--- src/rtl/hd44780_nybble_sender.sv ---
// hd44780_nybble_sender: drives the 4-bit HD44780 bus (RS, E, D7..D4)
// with setup, enable pulse, hold, inter-nybble gap and post delay.
module hd44780_nybble_sender #(
  parameter int SETUP_CYCLES  = 1,
  parameter int E_HIGH_CYCLES = 3,
  parameter int HOLD_CYCLES   = 1,
  parameter int GAP_CYCLES    = 12,
  parameter int DELAY_W       = 16
) (
  input  logic               CLK_I,
  input  logic               RST_I,
  input  logic               STB_I,
  input  logic               i_rs,
  input  logic [7:0]         i_lcd_data,
  input  logic               i_single,
  input  logic [DELAY_W-1:0] i_post_delay,
  output logic               busy,
  output logic               o_rs,
  output logic [3:0]         o_lcd_data,
  output logic               o_e
);

  localparam int MAX_A =
    (SETUP_CYCLES > E_HIGH_CYCLES) ?
    SETUP_CYCLES : E_HIGH_CYCLES;
  localparam int MAX_B =
    (HOLD_CYCLES > GAP_CYCLES) ?
    HOLD_CYCLES : GAP_CYCLES;
  localparam int MAX_P =
    (MAX_A > MAX_B) ? MAX_A : MAX_B;
  localparam int PW = $clog2(MAX_P);
  localparam int CW =
    (DELAY_W > PW) ? DELAY_W : PW;

  localparam logic [CW-1:0] LD_S =
    CW'(SETUP_CYCLES - 1);
  localparam logic [CW-1:0] LD_E =
    CW'(E_HIGH_CYCLES - 1);
  localparam logic [CW-1:0] LD_H =
    CW'(HOLD_CYCLES - 1);
  localparam logic [CW-1:0] LD_G =
    CW'(GAP_CYCLES - 1);

  typedef enum logic [3:0] {
    IDLE,
    SETUP_H,
    EHI_H,
    HOLD_H,
    GAP,
    SETUP_L,
    EHI_L,
    HOLD_L,
    POST
  } state_e;

  state_e               state_q, state_d;
  logic [CW-1:0]        cnt_q, cnt_d;
  logic                 rs_q, rs_d;
  logic [3:0]           dat_q, dat_d;
  logic [3:0]           lo_q, lo_d;
  logic                 single_q, single_d;
  logic [DELAY_W-1:0]   post_q, post_d;

  logic                 done;
  logic [CW-1:0]        cnt_dec;
  state_e               post_state;
  logic [CW-1:0]        post_ld;

  assign done    = (cnt_q == '0);
  assign cnt_dec = cnt_q - CW'(1);

  // A zero post delay skips POST entirely.
  assign post_state =
    (post_q == '0) ? IDLE : POST;
  assign post_ld =
    (post_q == '0) ? '0 :
    (CW'(post_q) - CW'(1));

  always_ff @(posedge CLK_I or negedge RST_I) begin
    if (!RST_I) begin
      state_q  <= IDLE;
      cnt_q    <= '0;
      rs_q     <= 1'b0;
      dat_q    <= 4'h0;
      lo_q     <= 4'h0;
      single_q <= 1'b0;
      post_q   <= '0;
    end else begin
      state_q  <= state_d;
      cnt_q    <= cnt_d;
      rs_q     <= rs_d;
      dat_q    <= dat_d;
      lo_q     <= lo_d;
      single_q <= single_d;
      post_q   <= post_d;
    end
  end

  always_comb begin
    state_d  = state_q;
    cnt_d    = cnt_q;
    rs_d     = rs_q;
    dat_d    = dat_q;
    lo_d     = lo_q;
    single_d = single_q;
    post_d   = post_q;
    unique case (state_q)
      IDLE: begin
        if (STB_I) begin
          state_d  = SETUP_H;
          cnt_d    = LD_S;
          rs_d     = i_rs;
          dat_d    = i_lcd_data[7:4];
          lo_d     = i_lcd_data[3:0];
          single_d = i_single;
          post_d   = i_post_delay;
        end
      end
      SETUP_H: begin
        if (done) begin
          state_d = EHI_H;
          cnt_d   = LD_E;
        end else begin
          cnt_d = cnt_dec;
        end
      end
      EHI_H: begin
        if (done) begin
          state_d = HOLD_H;
          cnt_d   = LD_H;
        end else begin
          cnt_d = cnt_dec;
        end
      end
      HOLD_H: begin
        if (done) begin
          if (single_q) begin
            state_d = post_state;
            cnt_d   = post_ld;
          end else begin
            state_d = GAP;
            cnt_d   = LD_G;
          end
        end else begin
          cnt_d = cnt_dec;
        end
      end
      GAP: begin
        if (done) begin
          state_d = SETUP_L;
          cnt_d   = LD_S;
          dat_d   = lo_q;
        end else begin
          cnt_d = cnt_dec;
        end
      end
      SETUP_L: begin
        if (done) begin
          state_d = EHI_L;
          cnt_d   = LD_E;
        end else begin
          cnt_d = cnt_dec;
        end
      end
      EHI_L: begin
        if (done) begin
          state_d = HOLD_L;
          cnt_d   = LD_H;
        end else begin
          cnt_d = cnt_dec;
        end
      end
      HOLD_L: begin
        if (done) begin
          state_d = post_state;
          cnt_d   = post_ld;
        end else begin
          cnt_d = cnt_dec;
        end
      end
      POST: begin
        if (done) begin
          state_d = IDLE;
        end else begin
          cnt_d = cnt_dec;
        end
      end
      default: begin
        state_d = IDLE;
        cnt_d   = '0;
      end
    endcase
  end

  // E is decoded from the state flop so reset drops it at once.
  always_comb begin
    o_e  = 1'b0;
    busy = 1'b1;
    unique case (1'b1)
      (state_q == IDLE):  busy = 1'b0;
      (state_q == EHI_H): o_e  = 1'b1;
      (state_q == EHI_L): o_e  = 1'b1;
      default: ;
    endcase
  end

  assign o_rs       = rs_q;
  assign o_lcd_data = dat_q;

endmodule

--- config.mk ---
export PLATFORM = sky130hd
export DESIGN_NAME = hd44780_nybble_sender
export DESIGN_NICKNAME = d
export VERILOG_FILES = /design/src/rtl/hd44780_nybble_sender.sv
export SDC_FILE = /design/constraint.sdc
export NUM_CORES = 1
export LEC_CHECK = 0
export BUFFER_PORTS_ARGS = -buffer_cell sky130_fd_sc_hd__buf_2
export CAP_MARGIN = 15
export CORE_MARGIN = 1.5
export CORE_UTILIZATION = 61
export CTS_CLUSTER_SIZE = 24
export DETAILED_ROUTE_END_ITERATION = 10
export PLACE_DENSITY_LB_ADDON = 0.05
export REMOVE_ABC_BUFFERS = 1
export SLEW_MARGIN = 20
export SYNTH_ARGS = -nofsm -noshare
export SYNTH_HDL_FRONTEND = slang
export SYNTH_SLANG_ARGS = --single-unit
export TNS_END_PERCENT = 20
--- constraint.sdc ---
create_clock -name CLK_I -period 5.4 [get_ports CLK_I]
set_input_delay 0.27 -clock CLK_I [delete_from_list [all_inputs] [get_ports CLK_I]]
set_output_delay 0.27 -clock CLK_I [all_outputs]
set_load 0.005 [all_outputs]
# After elaboration in Yosys (flattened, before gate mapping)
# Index checks and enable logic that the tools add are counted.
# word_totals
regBits,46
out_inout_bits,7
wordCells,64
# classes
mux,26
n_reduce_logical,11
n_eq_ne,18
add_sub_neg,2
# ops
cell,count
$mux 16,8
$pmux 16 s6,1
$mux 4,13
$pmux 4 s9,1
$logic_not 16->1,2
$sub 16x1->16 const B,2
$ne 2x2->1 const B,10
$eq 4x3->1 const B,4
$reduce_and 9->1,1
$eq 4x2->1 const B,2
$pmux 4 s2,1
$eq 4x1->1 const B,1
$eq 4x4->1 const B,1
$logic_not 4->1,1
$reduce_and 2->1,2
$reduce_or 2->1,2
$reduce_and 3->1,1
$reduce_or 3->1,1
$mux 1,2
$reduce_bool 2->1,1

# Logic depth before layout (Yosys ltp)
# Gate-level depths: netlist of the first run.
# logic_depth
ltp_word,5
mapped_depth,9

# Worst setup path after synthesis of the first run
# No wires, ideal clock.
# synth_timing
kind,register -> register
start,register cnt_q[0]
end,register cnt_q[5]
arrival_ns,1.969
stages_incl_launch_ff,9
path_slack_ns,3.365
cell_sequence,dfrtp_1 > inv_1 > ha_1 > nor3b_2 > and3_2 > nand3_4 > nor4_4 > a22o_1 > a22o_1
# synth_between
elab_chain_len,3
word_cells_on_any_way,10
# synth_lines
item,line_no,source
from (decl),57,"logic [CW-1:0] cnt_q, cnt_d;"
from (signal assigned),90,cnt_q <= cnt_d;
$sub 16x1->16 / $logic_not 16->1 (equally long branches),"70, 69",
"$mux 16, or another cell as far along",182,if (done) begin
$pmux 16 s6 / $reduce_and 2->1 (equally long branches),--,
# Parallel ways exist; a longest one is shown, timed or not. The select of a mux whose other input is x is not followed.
# A chain may end at the register's enable or synchronous reset.

# Final worst setup path of the first run
# layout_timing
start,register state_q[2]
end,"register dat_q[1], in the netlist o_lcd_data[1]"
# layout_between
elab_chain_len,3
word_cells_on_any_way,7
# layout_lines
item,line_no,source
from (decl),56,"state_e state_q, state_d;"
from (signal assigned),89,state_q <= state_d;
$eq 4x3->1 / $logic_not 4->1 (equally long branches),107,unique case (state_q)
$ne 2x2->1 (no source line) / $reduce_bool 2->1 (equally long branches),--,
$reduce_and 3->1 (no source line),--,
to (signal assigned),92,dat_q <= dat_d;
to (decl),59,"logic [3:0] dat_q, dat_d;"
# Parallel ways exist; a longest one is shown, timed or not.

==> reports/summary.log, run 1 <==
[run_status] outcome finished with violations
[run_status] failing checks hold timing
[power] sw power 0.729 mW
[synthesis] Synth Warn # 0
[floorplanning] initial core utilization 63.4%
[floorplanning] number of standard-cell rows in the floorplan 24
[synthesis] number of flops mapped to enable cells by yosys 0
[place] number of buffers added on ports 35
[timing] Worst Clk Skew 0.00683 ns
[floorplanning] die outline width 70.0 um
[timing] setup violation total in the final timing report 0
[clock_network] clock insertion delay at the later pin of the skew report 0.30 ns
[clock_network] clock net sink count 46
[timing] setup tns final 0 ns
[power] part of the power in the clock network 12.5%
[synthesis] Synth Area per Inst 8.57 um^2
[global_routing] gr usage total 27.4%
[power] Power, Total 1.64 mW
[drt] drt via density 5.85
[floorplanning] core box area 4320 um^2
[drt] post-route antenna net violation count 0
[setup_path] end of the worst register-to-register path o_lcd_data[1]$_DFFE_PN0P_
[global_routing] aggregate global routing overflow 0
[clock_network] hold_buf cts 0
[timing] ratio of final minimum period to clock period 47.7%
[clock_network] number of buffers on the longest clock path 2
[timing] tightest hold margin -0.0369 ns
[timing] RSZ-0062 raised after global routing false
[synthesis] distinct cell type count of the synthesized netlist 50
[timing] number of hold violations in the final report 46
[synthesis] largest area contributor in the netlist dfrtp_1
[layout] Net count, final 382
[timing] transition at the pin with the smallest max-transition slack 0.898 ns
[power] fraction of power spent switching nets 44.4%
[synthesis] complex-gate fraction of the synthesized area 15.5%
[global_routing] first-pass GRT wire length 10,700 um
[timing] max-slew violation count 0
[power] relative contribution of sequential cells to total power 41.3%
[place] DP HPWL 4340 um
[layout] Area Growth Syn to Fin 10.0%
[floorplanning] number of top-level design ports 36
[timing] remaining max-slew budget at the tightest pin 40.0%
[clock_network] clock root buffer master clkbuf_8
[setup_path] signal arrival time at the worst endpoint 2.81 ns
[run] max-cap viol count 0
[drt] number of iterations in the first detailed-routing pass 4
[floorplanning] vertical extent of the die 70.0 um
[synthesis] area of the mapped netlist 2740 um^2
[synthesis] main flop type after synthesis dfrtp_1
[power] pwr/cell area 544 nW/um^2
[synthesis] largest cells by area after synthesis dfrtp_1 42%, nand2_1 11%, nor2_1 5.2%, xnor2_1 5.1%, nor4_4 3.1%
[setup_path] peak fanout along the critical path 25
[clock_network] number of cells upsized or downsized after cts 0
[setup_path] critical path startpoint category flip-flop
[setup_path] reg2reg path depth 5
[synthesis] combinational family with the most area after synthesis simple AND/OR/NAND/NOR gates
[synthesis] sequential element share of the synthesized area 42.0%
[timing] post-layout min period 2.58 ns
[synthesis] Post-Synth Adder-Cell Area 0.913%
[synthesis] share of synthesized flip-flops with an asynchronous set or reset 100%
[floorplanning] Die ar. 4900 um^2
[synthesis] synthesis-stage register bit count 46
[clock_network] TritonCTS buffer count 5
[drt] aggregate routed wire length 6010 um
[synthesis] post-synthesis share of cell area spent on and, or, nand and nor gates 31.9%
[power] peak ir drop on the vdd network 0.000265 V
[layout] Ant. Diodes 0
[global_routing] pin count of the biggest net entering global routing 47
[setup_path] critical register-to-register path startpoint state_q[2]$_DFFE_PN0P_
[setup_path] reg2reg setup slack 2.82 ns
[synthesis] proportion of netlist area held by the largest area contributor 42.0%
[power] P_leak 1.37 nW
[clock_network] clock input transition at the sequential cells of the worst setup and hold paths 0.08 ns
[hold_path] worst hold path class in -> async
[synthesis] most frequent cell after synthesis nand2_1
[synthesis] share of synthesized area spent on multiplexers 0.411%
[setup_path] worst setup path class reg -> reg
[drt] DRC violation count after routing 0
[synthesis] synthesized netlist cell count 320
[timing] maximum clock rate 0.388 GHz
[clock_network] Setup Fix Bufs, Post-CTS 0
[synthesis] synthesized-area fraction occupied by xor and xnor cells 6.39%
[drt] routed wirelength normalized by instance count 14.9 um
[power] Internal Pwr Total 0.911 mW
[synthesis] Post-synth top cells 81 x nand2_1, 46 x dfrtp_1, 38 x nor2_1
[global_routing] initial antenna violation count 0
[setup_path] Setup crit end kind flip-flop
[global_routing] vias in the first global route 2,274
[layout] share of cells above drive strength 1 18.2%
[setup_path] required time of the worst setup path 5.63 ns
[drt] DRT iter0 DRCs 185
[clock_network] H-tree lvl count 2
[place] GPL Wtd Cong 0.907
[power] share of power burned in combinational logic 46.2%
[clock_network] clock tree from TritonCTS yes
[drt] vias 2,359
how the worst max path moves through the flow:
| stage | endpoint | cells after the start | start |
|---|---|---|---|
| floorplan | cnt_q[4]$_DFFE_PN0P_ | 5 | state_q[2]$_DFFE_PN0P_ |
| global placement | o_lcd_data[2]$_DFFE_PN0P_ | 5 | state_q[2]$_DFFE_PN0P_ |
| detailed placement | o_lcd_data[1]$_DFFE_PN0P_ | 5 | state_q[2]$_DFFE_PN0P_ |
| CTS | o_lcd_data[1]$_DFFE_PN0P_ | 5 | state_q[2]$_DFFE_PN0P_ |
| global route | o_lcd_data[2]$_DFFE_PN0P_ | 5 | state_q[2]$_DFFE_PN0P_ |
| finish | o_lcd_data[1]$_DFFE_PN0P_ | 5 | state_q[2]$_DFFE_PN0P_ |
kinds of logic (layout without fill, tap and decap cells):
logic type               count (synthesis)  in the layout
multiplexers                             1              1
AND/OR/NAND/NOR                        168            168
AO/OA/AOI/OAI                           65             65
adder cells (fa/ha/maj)                  2              2
XOR/XNOR                                20             20
buffers and inverters                   18             49
flip-flops                              46             46
state kept, by name (all words and copies together) (netlist names):
register	count
post_q	16
lo_q	4
o_lcd_data	4
o_rs	1
state_q	4
cnt_q	16
single_q	1
cell type report:
class                   count  area (um^2)
multi-input cells         256         1510
fillers                   390         1310
flip-flops and latches     46         1150
repair buffers             36          185
clock buffers               6         72.6
well taps                  52         65.1
inverters                   6         22.5
clock inverters             1         7.51
worst max-delay path, stage by stage, from the launching register on:
cell	delay, ns
dfrtp_1	0.47
nor3_2	0.62
nand3_1	0.78
nand2_1	0.40
o22ai_1	0.13
nor2_1	0.10
layout by cell type, fill, tap and decap left out, types with 5 or more instances in the layout:
cell      netlist  routed
a21oi_1        13      13
a22o_1          7       7
buf_2           8      34
clkbuf_8        0       5
dfrtp_1        46      46
inv_1           6       6
nand2_1        81      81
nand3_1         6       6
nor2_1         38      38
nor3_1          8       8
o21ai_0        12      12
o21ai_1         7       7
o22ai_1        11      11
xnor2_1        16      16
power groups by stage:
| stage | Clock (mW) | Combinational, mW | Sequential (mW) |
|---|---|---|---|
| 2_1_floorplan | 0 | 0.586 | 0.643 |
| 3_3_place_gp | 0 | 0.735 | 0.675 |
| 3_5_place_dp | 0 | 0.755 | 0.682 |
| 4_1_cts | 0.210 | 0.757 | 0.677 |
| 5_1_grt | 0.224 | 0.852 | 0.702 |
| 6_report | 0.205 | 0.758 | 0.678 |
metrics by stage:
step | utilization (%) | instance area (um^2) | setup slack [ns] | cells | hold slack [ns]
floorplan | - | 2690 | 3.18 | 308 | -0.0256
global placement | 67.9 | 2930 | 2.95 | 396 | 0.457
detailed placement | 67.9 | 2930 | 2.81 | 396 | 0.458
CTS | 69.7 | 3010 | 2.81 | 403 | 0.146
global route | 69.8 | 3020 | 2.50 | 403 | 0.0115
finish | 69.8 | 3020 | 2.82 | 403 | -0.0369
per-layer routing:
metal | vias up | track usage (%) | wire length, um
met5 | - | 0 | 0
met4 | 0 | 7.05 | 63
met3 | 5 | 4.76 | 250
met2 | 69 | 42.6 | 2800
met1 | 1106 | 40.0 | 2900
li1 | 1179 | - | -
No activity file was read; power rests on OpenSTA's default activity.
==> run 2: changes to the inputs <==
--- a/config.mk
+++ b/config.mk
@@ -8,7 +8,7 @@
 export BUFFER_PORTS_ARGS = -buffer_cell sky130_fd_sc_hd__buf_2
 export CAP_MARGIN = 15
 export CORE_MARGIN = 1.5
-export CORE_UTILIZATION = 61
+export CORE_UTILIZATION = 52
 export CTS_CLUSTER_SIZE = 24
 export DETAILED_ROUTE_END_ITERATION = 10
 export PLACE_DENSITY_LB_ADDON = 0.05
==> constraint.sdc (replaced) <==
create_clock -name CLK_I -period 2.3 [get_ports CLK_I]
set_input_delay 0.115 -clock CLK_I [delete_from_list [all_inputs] [get_ports CLK_I]]
set_output_delay 0.115 -clock CLK_I [all_outputs]
set_load 0.005 [all_outputs]
==> run 2 against run 1 <==
  * The flow now finishes without violations
  * Setup slack got worse by 2.7 ns
  * Flip-flop and latch count did not move
  * Clock power rose to 3.1 times the previous value
  * Count of clock-buffer cells in the layout fell by 1
  * Global-route usage fell by 2.5 points
  * First-iteration DRC count fell by 41%
  * Critical path type unchanged
  * Largest cell class unchanged
==> reports/summary.log, run 2 (synthesis gave the netlist of run 1 again) <==
[run_status] outcome finished, final reports clean
[timing] max-slew violation count 0 [unchanged]
[floorplanning] die outline width 75.6 um [+8.0%]
[place] DP HPWL 4720 um [+8.6%]
[setup_path] required time of the worst setup path 2.54 ns [-3.09 ns]
[setup_path] peak fanout along the critical path 9 [-64%]
[global_routing] first-pass GRT wire length 10,900 um [+1.5%]
[global_routing] pin count of the biggest net entering global routing 25 [-47%]
[power] P_leak 1.57 nW [+14%]
[clock_network] clock input transition at the sequential cells of the worst setup and hold paths 0.10 ns [+0.02 ns]
[layout] area used by multi-input combinational logic 1520 um^2 [+0.66%]
[global_routing] vias in the first global route 2,320 [+2.0%]
[floorplanning] core box area 5110 um^2 [+18%]
[drt] aggregate routed wire length 6500 um [+8.3%]
[layout] most common cell after layout, fill and taps aside nand2_1
[global_routing] aggregate global routing overflow 0 [unchanged]
[setup_path] reg2reg setup slack 0.11 ns [-2.71 ns]
[run] max-cap viol count 0 [unchanged]
[drt] post-route antenna net violation count 0 [unchanged]
[drt] DRC violation count after routing 0 [unchanged]
[clock_network] clock insertion delay at the later pin of the skew report 0.31 ns [about the same]
[timing] tightest hold margin 0.00687 ns [+0.0438 ns]
[clock_network] number of buffers on the longest clock path 2 [unchanged]
[layout] share of cells above drive strength 1 21.8% [+3.6 points]
[layout] commonest non-fill, non-tap cells in the layout 81 x nand2_1, 46 x dfrtp_1, 38 x nor2_1
[floorplanning] vertical extent of the die 75.6 um [+8.0%]
[hold_path] endpoint of the worst hold-timing path post_q[11]$_DFFE_PN0P_
[timing] setup violation total in the final timing report 0 [unchanged]
[layout] Net count, final 420 [+9.9%]
[setup_path] critical path startpoint category flip-flop
[setup_path] end of the worst register-to-register path cnt_q[5]$_DFFE_PN0P_
[layout] Area Growth Syn to Fin 24.5%
[setup_path] Setup crit end kind flip-flop
[timing] Worst Clk Skew 0.00872 ns [+0.00190 ns]
[clock_network] TritonCTS buffer count 5 [unchanged]
[power] Power, Total 4.18 mW [+150%]
[global_routing] gr usage total 25.0% [-2.5 points]
[layout] Ant. Diodes 0 [unchanged]
[setup_path] reg2reg path depth 9 [+4]
[timing] transition at the pin with the smallest max-transition slack 0.552 ns [-0.346 ns]
[timing] ratio of final minimum period to clock period 95.1% [+47 points]
[timing] number of hold violations in the final report 0 [-100%]
[global_routing] initial antenna violation count 0 [unchanged]
[setup_path] signal arrival time at the worst endpoint 2.43 ns [-0.38 ns]
[layout] registers with the most flip-flops cnt_q x16, post_q x16
[clock_network] clock root buffer master clkbuf_8
[power] peak ir drop on the vdd network 0.000667 V [+150%]
[clock_network] H-tree lvl count 2 [unchanged]
[drt] number of iterations in the first detailed-routing pass 4 [unchanged]
[setup_path] worst setup path class reg -> reg
[floorplanning] Die ar. 5720 um^2 [+17%]
[drt] DRT iter0 DRCs 109 [-41%]
[timing] maximum clock rate 0.457 GHz [+18%]
[clock_network] clock tree from TritonCTS yes
[timing] remaining max-slew budget at the tightest pin 63.2% [+23 points]
[drt] vias 2,460 [+4.3%]
[timing] RSZ-0062 raised after global routing false
[timing] post-layout min period 2.19 ns [-0.391 ns]
[floorplanning] number of standard-cell rows in the floorplan 26 [+8.3%]
[layout] count of fill cells added during filler insertion 423 [+8.5%]
[timing] setup tns final 0 ns [unchanged]
[layout] Seq. cell area 1150 um^2 [unchanged]
[place] GPL Wtd Cong 0.852 [-6.1%]
[clock_network] clock net sink count 46 [unchanged]
[drt] routed wirelength normalized by instance count 14.1 um [-5.1%]
[place] number of buffers added on ports 35 [unchanged]
[hold_path] worst hold path class in -> reg
[hold_path] start point of the worst min-delay path i_post_delay[11]
[setup_path] critical register-to-register path startpoint cnt_q[0]$_DFFE_PN0P_
[power] pwr/cell area 1220 nW/um^2 [+130%]
[floorplanning] initial core utilization 53.7% [-9.7 points]
[floorplanning] number of top-level design ports 36 [unchanged]
[hold_path] Hold Path Cell Cnt 3
[drt] drt via density 5.35 [-8.6%]
==> run 2: layer usage <==
| layer | vias up | part of all wire (%) | global-route usage, % |
|---|---|---|---|
| met5 | - | 0 | 0 |
| met4 | 0 | 1.2 | 7.14 |
| met3 | 7 | 4.6 | 3.97 |
| met2 | 62 | 47 | 40.0 |
| met1 | 1147 | 47 | 35.1 |
| li1 | 1244 | - | - |
==> run 2: timing repair <==
action / CTS / global route
hold buffers: 19 / 0
endpoints found under the setup margin: 0 / 8
resized for setup: 0 / 2
setup buffers: 0 / 1
hold endpoints to repair: 40 / 0
==> run 2: where the power goes <==
group          internal (mW)  leakage [nW]  total, mW  switching, mW
Sequential              1.16         0.575       1.58          0.414
Clock                  0.326        0.0585      0.626          0.300
Combinational          0.910         0.933       1.98           1.07
Total                   2.40          1.57       4.18           1.78
==> run 2: layout make-up <==
cell class	count	share of cell area, %
Timing Repair Buffer	74	15.1
Clock buffer	5	2.02
Inverter	6	0.660
Clock inverter	3	1.28
Tap cell	70	2.57
Sequential cell	46	33.7
Multi-Input combinational cell	256	44.6
==> run 2: worst max path at each step <==
stage | startpoint | endpoint | slack, ns | depth (start not counted)
6_report | cnt_q[0]$_DFFE_PN0P_ | cnt_q[5]$_DFFE_PN0P_ | 0.11 | 9
5_1_grt | cnt_q[0]$_DFFE_PN0P_ | cnt_q[5]$_DFFE_PN0P_ | 0.01 | 9
4_1_cts | cnt_q[0]$_DFFE_PN0P_ | cnt_q[5]$_DFFE_PN0P_ | 0.03 | 9
3_5_place_dp | cnt_q[0]$_DFFE_PN0P_ | cnt_q[5]$_DFFE_PN0P_ | 0.07 | 9
3_3_place_gp | cnt_q[0]$_DFFE_PN0P_ | cnt_q[5]$_DFFE_PN0P_ | 0.15 | 9
2_1_floorplan | state_q[2]$_DFFE_PN0P_ | cnt_q[4]$_DFFE_PN0P_ | 0.08 | 5
==> run 2: critical path, stage by stage, from the launching register on <==
cell and delay [ns]:
dfrtp_1 0.42, inv_1 0.09, ha_1 0.22, nor3b_4 0.26, and3_4 0.26, nand3_4 0.14
nor4_4 0.30, buf_4 0.19, a22o_1 0.13, a22o_1 0.11
==> run 2: metrics by stage <==
| stage | cell area [um^2] | utilization, % | std cells | setup slack, ns |
|---|---|---|---|---|
| final | 3410 | 66.8 | 460 | 0.113 |
| after global placement | 3090 | 60.5 | 432 | 0.147 |
| after floorplan | 2690 | - | 308 | 0.0824 |
| after global routing | 3410 | 66.8 | 460 | 0.0102 |
| after CTS | 3390 | 66.5 | 459 | 0.0251 |
| after detailed placement | 3090 | 60.5 | 432 | 0.0686 |
==> run 3: changes to the inputs <==
--- a/config.mk
+++ b/config.mk
@@ -8,7 +8,7 @@
 export BUFFER_PORTS_ARGS = -buffer_cell sky130_fd_sc_hd__buf_2
 export CAP_MARGIN = 15
 export CORE_MARGIN = 1.5
-export CORE_UTILIZATION = 52
+export CORE_UTILIZATION = 61
 export CTS_CLUSTER_SIZE = 24
 export DETAILED_ROUTE_END_ITERATION = 10
 export PLACE_DENSITY_LB_ADDON = 0.05
==> constraint.sdc (replaced) <==
create_clock -name CLK_I -period 2.7 [get_ports CLK_I]
set_input_delay 0.135 -clock CLK_I [delete_from_list [all_inputs] [get_ports CLK_I]]
set_output_delay 0.135 -clock CLK_I [all_outputs]
set_load 0.005 [all_outputs]
==> run 3 against run 2 <==
  * Count of clock-buffer cells in the layout up 1
  * Register-to-register slack better by 0.26 ns
  * Cell count down 10%
  * Critical path depth down 1
  * Wire length down 11%
  * First-iteration DRC count up 150%
  * Largest power group unchanged
==> reports/summary.log, run 3 (synthesis gave the netlist of run 1 again) <==
[run_status] outcome finished, final reports clean
[layout] Net count, final 390 [-7.1%]
[global_routing] aggregate global routing overflow 0 [unchanged]
[drt] number of iterations in the first detailed-routing pass 4 [unchanged]
[clock_network] clock tree from TritonCTS yes
[clock_network] number of buffers on the longest clock path 2 [unchanged]
[clock_network] Setup Fix Bufs, Post-CTS 0 [unchanged]
[place] GPL Wtd Cong 0.936 [+9.8%]
[timing] remaining max-slew budget at the tightest pin 62.4% [-0.80 points]
[hold_path] worst hold path class in -> reg
[setup_path] critical path startpoint category flip-flop
[place] DP HPWL 4370 um [-7.4%]
[setup_path] CP delay by family, top simple AND/OR/NAND/NOR gates
[clock_network] clock net sink count 46 [unchanged]
[power] peak ir drop on the vdd network 0.000650 V [-2.6%]
[floorplanning] die outline width 70.0 um [-7.4%]
[power] pwr/cell area 1070 nW/um^2 [-13%]
[global_routing] initial antenna violation count 0 [unchanged]
[drt] DRT iter0 DRCs 271 [+150%]
[global_routing] pin count of the biggest net entering global routing 47 [+88%]
[clock_network] H-tree lvl count 2 [unchanged]
[clock_network] clock root buffer master clkbuf_8
[setup_path] delay contributed by the slowest stage of the critical path 0.52 ns [+0.10 ns]
[global_routing] first-pass GRT wire length 10,100 um [-7.4%]
[drt] drt via density 5.70 [+6.7%]
[drt] met2 wire length 2640 um [-14%]
[setup_path] peak fanout along the critical path 9 [unchanged]
[floorplanning] vertical extent of the die 70.0 um [-7.4%]
[timing] max-slew violation count 0 [unchanged]
[layout] most common cell after layout, fill and taps aside nand2_1
[layout] commonest non-fill, non-tap cells in the layout 81 x nand2_1, 46 x dfrtp_1, 38 x nor2_1
[floorplanning] core box area 4320 um^2 [-15%]
[layout] Area Growth Syn to Fin 12.6%
[drt] routed wirelength normalized by instance count 14.1 um [-0.38%]
[setup_path] buffers and inverters on the worst path 1 [-1]
[power] share of power burned in combinational logic 46.6% [-0.7 points]
[clock_network] clock insertion delay at the later pin of the skew report 0.30 ns [about the same]
[timing] setup tns final 0 ns [unchanged]
[power] part of the power in the clock network 12.5% [-2.5 points]
[setup_path] required time of the worst setup path 2.94 ns [+0.40 ns]
[setup_path] Setup crit end kind flip-flop
[power] P_leak 1.42 nW [-9.5%]
[power] sw power 1.45 mW [-19%]
[setup_path] signal arrival time at the worst endpoint 2.56 ns [+0.13 ns]
[drt] wire length on met1 2850 um [-6.6%]
[drt] vias 2,350 [-4.5%]
[floorplanning] number of top-level design ports 36 [unchanged]
[floorplanning] Die ar. 4900 um^2 [-14%]
[global_routing] vias in the first global route 2,170 [-6.5%]
[setup_path] cell type of the slowest stage on the worst timing path nor4_4
[power] Internal Pwr Total 1.86 mW [-23%]
[timing] setup violation total in the final timing report 0 [unchanged]
[timing] number of hold violations in the final report 0 [unchanged]
[global_routing] gr usage total 25.3% [+0.36 points]
[place] number of buffers added on ports 35 [unchanged]
[timing] RSZ-0062 raised after global routing false
[timing] final setup slack of the worst path 0.375 ns [+0.261 ns]
[timing] maximum clock rate 0.430 GHz [-6.0%]
[floorplanning] initial core utilization 63.4% [+9.7 points]
[drt] metal3 WL 233 um [-21%]
[drt] DRC violation count after routing 0 [unchanged]
[setup_path] cell repeated most along the worst path a22o_1
[clock_network] clock input transition at the sequential cells of the worst setup and hold paths 0.09 ns [about the same]
[setup_path] crit-path cells inv_1, ha_1, nor3b_2, and3_2, nand3_4, nor4_4, a22o_1, a22o_1
[power] relative contribution of sequential cells to total power 40.9% [+3.2 points]
[power] fraction of power spent switching nets 43.9% [+1.3 points]
[drt] post-route antenna net violation count 0 [unchanged]
[setup_path] reg2reg setup slack 0.37 ns [+0.26 ns]
[drt] aggregate routed wire length 5800 um [-11%]
[layout] registers with the most flip-flops cnt_q x16, post_q x16
[timing] ratio of final minimum period to clock period 86.1% [-8.9 points]
[floorplanning] number of standard-cell rows in the floorplan 24 [-7.7%]
[place] worst slack at placement 0.409 ns [+0.340 ns]
[run] max-cap viol count 0 [unchanged]
[layout] share of cells above drive strength 1 20.0% [-1.8 points]
[clock_network] TritonCTS buffer count 5 [unchanged]
[setup_path] worst setup path class reg -> reg
[timing] Worst Clk Skew 0.00668 ns [-0.00205 ns]
[layout] Ant. Diodes 0 [unchanged]
[timing] transition at the pin with the smallest max-transition slack 0.560 ns [+0.00784 ns]
[layout] count of fill cells added during filler insertion 356 [-16%]
[drt] highest layer used for signal routing met4
[timing] post-layout min period 2.33 ns [+0.139 ns]
-- run 3: cell count changes in the layout (fill, tap and decap cells not counted), sizes merged --
cell / before / now
dlygate4sd3: 19 / 1
buf: 55 / 43
bufinv: 1 / 0
clkbuf: 5 / 6
clkinv: 1 / 2
inv: 7 / 6
-- run 3: worst paths after layout --
kind,from,endpoint,cells after the start
worst max-delay path,cnt_q[0]$_DFFE_PN0P_,cnt_q[5]$_DFFE_PN0P_,8
worst min-delay path,i_post_delay[14],post_q[14]$_DFFE_PN0P_,3
worst max register to register,cnt_q[0]$_DFFE_PN0P_,cnt_q[5]$_DFFE_PN0P_,8
worst min register to register,o_rs$_DFFE_PN0P_,o_rs$_DFFE_PN0P_,2
max in group asynchronous,RST_I,state_q[0]$_DFFE_PN0P_,2
min in group asynchronous,RST_I,cnt_q[0]$_DFFE_PN0P_,2
-- run 3: what timing repair did --
item                                   CTS  global route
endpoints found under the hold margin    0            46
gates resized for setup                  0             0
hold buffers                             0             1
-- run 3: layout make-up --
class                      instances  area, um^2  share of cell area [%]
sequential                        46        1150                    37.3
tap                               52        65.1                    2.11
inverter                           6        22.5                   0.730
multi-input combinational        256        1510                    49.0
clock inverter                     2        13.8                   0.446
clock buffer                       6        72.6                    2.35
timing repair buffer              44         248                    8.03
-- run 3: worst register-to-register path: stages (launching register included) --
cell,delay [ns]
dfrtp_1,0.41
inv_1,0.08
ha_1,0.20
nor3b_2,0.30
and3_2,0.30
nand3_4,0.15
nor4_4,0.52
a22o_1,0.19
a22o_1,0.11
-- run 3: power groups by stage --
| stage | logic, mW | registers [mW] | clock network, mW |
|---|---|---|---|
| after detailed placement | 1.53 | 1.36 | 0 |
| final | 1.54 | 1.35 | 0.414 |
| after global placement | 1.51 | 1.35 | 0 |
| after global routing | 1.72 | 1.39 | 0.451 |
| after floorplan | 1.17 | 1.29 | 0 |
| after CTS | 1.54 | 1.35 | 0.426 |
-- run 3: layer usage --
| metal | track usage, % | vias up |
|---|---|---|
| li1 | - | 1191 |
| met1 | 36.2 | 1095 |
| met2 | 39.8 | 56 |
| met3 | 4.76 | 8 |
| met4 | 6.84 | 0 |
| met5 | 0 | - |
-- run 3: through the flow --
stage | cells | power, mW | utilization (%) | cell area, um^2 | hold slack [ns]
2_1_floorplan | 308 | 2.46 | - | 2690 | -0.161
3_3_place_gp | 403 | 2.86 | 69.1 | 2990 | 0.323
3_5_place_dp | 403 | 2.88 | 69.1 | 2990 | 0.328
4_1_cts | 411 | 3.31 | 71.1 | 3070 | 0.00945
5_1_grt | 412 | 3.57 | 71.4 | 3090 | 0.0182
6_report | 412 | 3.31 | 71.4 | 3090 | 0.0190
